**src/rtl/ad9781_spi_master_pkg.sv**
```systemverilog
// Shared types and constants for the AD9781 serial-port register-access engine.
// The instruction byte layout lives here so the frame builder and the FSM agree on it.
package ad9781_spi_master_pkg;

    typedef enum logic [2:0] {
        ST_IDLE,
        ST_SETUP,
        ST_SHIFT,
        ST_HOLD,
        ST_GAP
    } state_t;

    localparam int FRAME_LEN      = 16;
    localparam int INSTR_RNW      = 7;
    localparam int INSTR_N_MSB    = 6;
    localparam int INSTR_N_LSB    = 5;
    localparam int INSTR_ADDR_MSB = 4;

    localparam logic [1:0] N_SINGLE_BYTE = 2'b00;

    // Reads clock out a zero data byte; the DAC owns the line during that phase.
    function automatic logic [FRAME_LEN-1:0] build_frame(input logic       rnw,
                                                         input logic [4:0] addr,
                                                         input logic [7:0] wdata);
        logic [7:0] instr;
        instr                          = '0;
        instr[INSTR_RNW]               = rnw;
        instr[INSTR_N_MSB:INSTR_N_LSB] = N_SINGLE_BYTE;
        instr[INSTR_ADDR_MSB:0]        = addr;
        return {instr, (rnw ? 8'h00 : wdata)};
    endfunction

endpackage

```
**src/rtl/ad9781_spi_master_tick_gen.sv**
```systemverilog
// SCLK divider: CLK_DIV clk cycles per half-period, strobing rise/fall on the cycle whose
// closing edge moves sclk. Held cleared while disabled so every frame starts with a full low phase.
module ad9781_spi_master_tick_gen #(
    parameter int CLK_DIV = 4
) (
    input  logic clk,
    input  logic rst_n,
    input  logic en,
    output logic sclk,
    output logic rise,
    output logic fall
);

    localparam logic [7:0] DIV_LAST = 8'(CLK_DIV - 1);

    logic [7:0] div_cnt;
    logic       phase;
    logic       term;

    assign term = (div_cnt == DIV_LAST);

    always_ff @(posedge clk or negedge rst_n) begin
        if (!rst_n) begin
            div_cnt <= '0;
            phase   <= 1'b0;
        end else if (!en) begin
            div_cnt <= '0;
            phase   <= 1'b0;
        end else if (term) begin
            div_cnt <= '0;
            phase   <= ~phase;
        end else begin
            div_cnt <= div_cnt + 8'd1;
        end
    end

    assign sclk = phase;
    assign rise = en & term & ~phase;
    assign fall = en & term & phase;

endmodule

```
**src/rtl/ad9781_spi_master.sv**
```systemverilog
// AD9781 serial-port master: runs one 16-bit single-byte read or write frame per accepted request.
// Pin-level outputs are decoded from registered state so reset returns them to idle asynchronously.
module ad9781_spi_master
    import ad9781_spi_master_pkg::*;
#(
    parameter int CLK_DIV   = 4,
    parameter int CSB_SETUP = 2,
    parameter int CSB_HOLD  = 2,
    parameter int SDO_4WIRE = 0
) (
    input  logic       clk,
    input  logic       rst_n,
    input  logic       start,
    input  logic       rnw,
    input  logic [4:0] addr,
    input  logic [7:0] wdata,
    output logic       busy,
    output logic       done,
    output logic [7:0] rdata,
    output logic       csb,
    output logic       sclk,
    output logic       sdio_o,
    output logic       sdio_oe,
    input  logic       sdio_i,
    input  logic       sdo_i
);

    if (CLK_DIV < 2 || CLK_DIV > 255) begin : g_bad_clk_div
        $error("ad9781_spi_master: CLK_DIV must be within 2..255");
    end
    if (CSB_SETUP < 1 || CSB_SETUP > 256) begin : g_bad_setup
        $error("ad9781_spi_master: CSB_SETUP must be within 1..256");
    end
    if (CSB_HOLD < 1 || CSB_HOLD > 256) begin : g_bad_hold
        $error("ad9781_spi_master: CSB_HOLD must be within 1..256");
    end

    localparam logic [7:0] SETUP_LAST = 8'(CSB_SETUP - 1);
    localparam logic [7:0] HOLD_LAST  = 8'(CSB_HOLD - 1);
    localparam logic [7:0] GAP_LAST   = 8'(CLK_DIV - 1);
    localparam logic [3:0] LAST_BIT   = 4'(FRAME_LEN - 1);

    state_t     state;
    state_t     state_next;
    logic [7:0] wait_cnt;
    logic [3:0] bit_cnt;
    logic [FRAME_LEN-1:0] sr;
    logic [7:0] rx;
    logic       rnw_q;
    logic       tick_rise;
    logic       tick_fall;
    logic       rx_bit;

    ad9781_spi_master_tick_gen #(
        .CLK_DIV(CLK_DIV)
    ) u_tick (
        .clk  (clk),
        .rst_n(rst_n),
        .en   (state == ST_SHIFT),
        .sclk (sclk),
        .rise (tick_rise),
        .fall (tick_fall)
    );

    assign rx_bit = (SDO_4WIRE != 0) ? sdo_i : sdio_i;

    always_ff @(posedge clk or negedge rst_n) begin
        if (!rst_n) begin
            state <= ST_IDLE;
        end else begin
            state <= state_next;
        end
    end

    always_comb begin
        state_next = state;
        case (state)
            ST_IDLE:  if (start)                                  state_next = ST_SETUP;
            ST_SETUP: if (wait_cnt == SETUP_LAST)                 state_next = ST_SHIFT;
            ST_SHIFT: if (tick_fall && (bit_cnt == LAST_BIT))     state_next = ST_HOLD;
            ST_HOLD:  if (wait_cnt == HOLD_LAST)                  state_next = ST_GAP;
            ST_GAP:   if (wait_cnt == GAP_LAST)                   state_next = ST_IDLE;
            default:                                              state_next = ST_IDLE;
        endcase
    end

    // wait_cnt times SETUP/HOLD/GAP; the bit counter parks at 15 rather than wrapping.
    always_ff @(posedge clk or negedge rst_n) begin
        if (!rst_n) begin
            wait_cnt <= '0;
            bit_cnt  <= '0;
            sr       <= '0;
            rx       <= '0;
            rnw_q    <= 1'b0;
            rdata    <= 8'h00;
        end else begin
            if ((state_next != state) || (state == ST_IDLE) || (state == ST_SHIFT)) begin
                wait_cnt <= '0;
            end else begin
                wait_cnt <= wait_cnt + 8'd1;
            end
            if ((state == ST_IDLE) && start) begin
                sr      <= build_frame(rnw, addr, wdata);
                rnw_q   <= rnw;
                bit_cnt <= '0;
            end
            if (tick_rise) begin
                rx <= {rx[6:0], rx_bit};
            end
            if (tick_fall) begin
                sr <= {sr[FRAME_LEN-2:0], 1'b0};
                if (bit_cnt != LAST_BIT) begin
                    bit_cnt <= bit_cnt + 4'd1;
                end
            end
            if ((state == ST_HOLD) && (state_next == ST_GAP) && rnw_q) begin
                rdata <= rx;
            end
        end
    end

    // On reads the line is released once bit_cnt reaches the data byte (bit_cnt[3] set).
    assign busy    = (state != ST_IDLE);
    assign csb     = !((state == ST_SETUP) || (state == ST_SHIFT) || (state == ST_HOLD));
    assign done    = (state == ST_GAP) && (wait_cnt == 8'd0);
    assign sdio_o  = sr[FRAME_LEN-1];
    assign sdio_oe = !csb && !(rnw_q && bit_cnt[3]);

endmodule

```
**config.mk**
```make
export PLATFORM = sky130hd
export DESIGN_NAME = ad9781_spi_master
export DESIGN_NICKNAME = d
export VERILOG_FILES = /design/src/rtl/ad9781_spi_master_pkg.sv /design/src/rtl/ad9781_spi_master_tick_gen.sv /design/src/rtl/ad9781_spi_master.sv
export SDC_FILE = /design/constraint.sdc
export NUM_CORES = 1
export LEC_CHECK = 0
export CAP_MARGIN = 20
export CORE_MARGIN = 2
export CORE_UTILIZATION = 59
export CTS_CLUSTER_SIZE = 25
export DETAILED_ROUTE_END_ITERATION = 8
export PLACE_DENSITY = 0.87
export SLEW_MARGIN = 40
export SYNTH_ARGS = -nofsm -noshare
export SYNTH_HDL_FRONTEND = slang
export SYNTH_SLANG_ARGS = --single-unit
```
**constraint.sdc**
```tcl
create_clock -name clk -period 5.1 [get_ports clk]
set_clock_uncertainty 0.05 [all_clocks]
set_input_delay 1.53 -clock clk [delete_from_list [all_inputs] [get_ports clk]]
set_output_delay 1.53 -clock clk [all_outputs]
set_load 0.005 [all_outputs]
```
==> qor.yml <==
hold_path:
  hold_path.class: "register to register"
timing:
  setup_viol: 0
  maxSlewViolCount: 0
  hold_viol: 0
  tightest_slew_ns: 0.750
  max_freq_ghz: 0.272
  period_needed_ns: 3.68
  finalSetupTns_ns: 0
  relSlewSlack_pct: 50.0
  finalCritPeriodShare_pct: 72.1
  rsz0062_at_grt: "no"
clock_network:
  cts_made_buffers: 9
  cts_resized: 0
  path_clk_slew_ns: 0.07
  clockBufferDepth: 2
  cts_setup_buffers: 0
  htreeDepth: 3
  cts_root_buf: "clkbuf_8"
  postCtsHoldBufs: 0
  tritoncts: "done"
  insertion_delay_ns: 0.34
  clock-sinks: 57
setup_path:
  crit_path_max_fanout: 7
  cp.arrival_ns: 2.10
  required_ns: 3.52
  path_class: "register to output pin"
  critPathCaptureType: "output pin"
  worst_setup_path_start_kind: "register"
cells_and_area:
  nFillCells: 291
  area_growth_pct: 23.1
  n_antenna_cell: 0
  regArea_um2: 1430
  multi_input_area_um2: 1110
  finish.net_count: 295
  drive_gt1_share_pct: 16.3
synthesis:
  synth_nets: 258
  synth.top_cell.area_share_pct: 55.1
  ys_seq_area_share_pct: 55.1
  ys_seq_elements: 57
  synth_area_leaders: "dfrtp_1 55%, mux2_2 7.0%, nand3_1 3.7%"
  syn_area_per_cell_um2: 11.1
  ys_async_sr_fraction_pct: 100
  ys.flop_type: "dfrtp_1"
  synth_top_area_cell: "dfrtp_1"
  synthCells: 234
  yosysWarnings: 0
  synth-edff-count: 0
  synth_cell_types: 39
  netlist_area_um2: 2590
drt:
  vias_per_cell: 5.79
  final_antenna_net_count: 0
  wl_per_cell_um: 15.5
  drtIter0Drc: 128
  num_vias: 1899
  first_pass_iters: 5
  drt-total-wl_mm: 5.10
  drc: 0
floorplanning:
  core.rowCount: 24
  die_area_um2: 4940
  pin_count: 33
  die_x_um: 70.3
  fp.coreArea_um2: 4290
  initial_core_util_pct: 60.3
  fp.dieH_um: 70.3
job:
  maxCapViolations: 0
global_routing:
  grt_pass1_vias: 1844
  grt_max_degree: 40
  antenna_found_initial: 0
  overflow: 0
  grt_usage_pct: 23.1
  grt_pass1_wl_mm: 8.68
outcome:
  status: "completed"
place:
  dp_hpwl_mm: 3.22
  place_congestion: 0.789
  portBuffers: 31
pwr:
  peakVddDrop_mv: 0.293
  power_density_nw_per_um2: 456
  power_leakage_nw: 1.49
  total_power_mw: 1.46
## Yosys cell counts, types with 2 or more instances
library cell / count
nand3_1: 19
a31oi_1: 7
dfrtp_1: 57
a21oi_1: 3
a21o_1: 2
and3_1: 4
ha_1: 5
a221o_1: 2
nand2_1: 24
and3_2: 2
mux2_2: 16
o21ai_0: 4
xor2_1: 8
clkbuf_1: 4
buf_2: 3
nand4_1: 2
nor3b_1: 2
o211ai_1: 2
a22oi_1: 5
nand3b_1: 7
nor2_1: 25
inv_1: 5
o21bai_1: 2
nor2b_1: 2
xnor2_1: 6
nor3_1: 3
## sequential cells by signal, summed over array words and instances, names as in the netlist
name / flops
wait_cnt: 8
state: 3
rx: 8
rnw_q: 1
sr: 16
u_tick.sclk: 1
bit_cnt: 4
u_tick.div_cnt: 8
rdata: 8
## logic make-up (layout without fill, tap and decap cells)
kind of cell | Yosys count | after routing | share of synthesized area [%]
flip-flops | 57 | 57 | 55.1
adder cells (fa/ha/maj) | 5 | 5 | 2.42
buffers and inverters | 12 | 54 | 1.88
XOR/XNOR | 14 | 14 | 4.73
multiplexers | 17 | 17 | 7.34
AND/OR/NAND/NOR | 100 | 100 | 20.9
AO/OA/AOI/OAI | 29 | 29 | 7.63
## metrics by stage
step / area [µm²] / setup slack, ns / hold slack (ns) / util [%] / std cells
floorplan: 2590 / 2.38 / 0.383 / - / 234
global placement: 2940 / 1.78 / 0.398 / 68.4 / 311
detailed placement: 2950 / 1.79 / 0.414 / 68.6 / 312
CTS: 3190 / 1.40 / 0.425 / 74.3 / 328
global route: 3190 / 1.33 / 0.448 / 74.3 / 328
finish: 3190 / 1.42 / 0.422 / 74.3 / 328
## final cells by class
class	instances	area share, %
Clock inverter	5	3.22
Inverter	5	0.588
Multi-Input combinational cell	165	35.0
Timing Repair Buffer	33	10.0
Sequential cell	57	44.7
Tap cell	52	2.04
Clock buffer	11	4.43
## power breakdown
part | internal, mW | total [mW] | switching [mW]
Sequential | 0.538 | 0.608 | 0.0699
Clock | 0.337 | 0.520 | 0.183
Combinational | 0.157 | 0.328 | 0.172
Total | 1.03 | 1.46 | 0.424
## routing by layer
| layer | vias up | global-route usage (%) | share of wire (%) |
|---|---|---|---|
| met5 | - | 0 | 0 |
| met4 | 0 | 10.5 | 1.9 |
| met3 | 8 | 7.36 | 5.4 |
| met2 | 54 | 33.6 | 49 |
| met1 | 943 | 31.8 | 43 |
| li1 | 894 | - | - |
## layout by cell type (no fill, tap or decap), types with 2 or more instances in the layout
master,count
nor2b_1,2
nor3_1,3
a221o_1,2
o211ai_1,2
xor2_1,8
mux2_2,16
ha_1,5
bufinv_16,3
clkdlybuf4s50_1,30
inv_1,5
o21bai_1,2
a31oi_1,7
o21ai_0,4
a21oi_1,3
nand3_1,19
xnor2_1,6
nor3b_1,2
clkbuf_8,10
buf_4,2
nand4_1,2
and3_2,2
dfrtp_1,57
nand3b_1,7
nand2_1,24
and3_1,4
a21o_1,2
nor2_1,25
a22oi_1,5
## final timing paths
| kind | startpoint | endpoint | slack, ns | depth (start not counted) |
|---|---|---|---|---|
| worst min register to register | u_tick.div_cnt[0] | u_tick.div_cnt[0] | 0.42 | 1 |
| worst min-delay path | u_tick.div_cnt[0] | u_tick.div_cnt[0] | 0.42 | 1 |
| worst max register to register | u_tick.div_cnt[0] | bit_cnt[2] | 2.88 | 6 |
| min in group asynchronous | rst_n | wait_cnt[6] | 1.07 | 1 |
| max in group asynchronous | rst_n | rdata[6] | 3.11 | 2 |
| worst max-delay path | state[1] | done | 1.42 | 3 |
## critical path, cell delays in order (launching register included)
cell	delay [ns]
dfrtp_1	0.46
or3b_2	0.49
nor3_1	0.26
clkdlybuf4s50_1	0.55
Power figures use the tool's default switching activity.
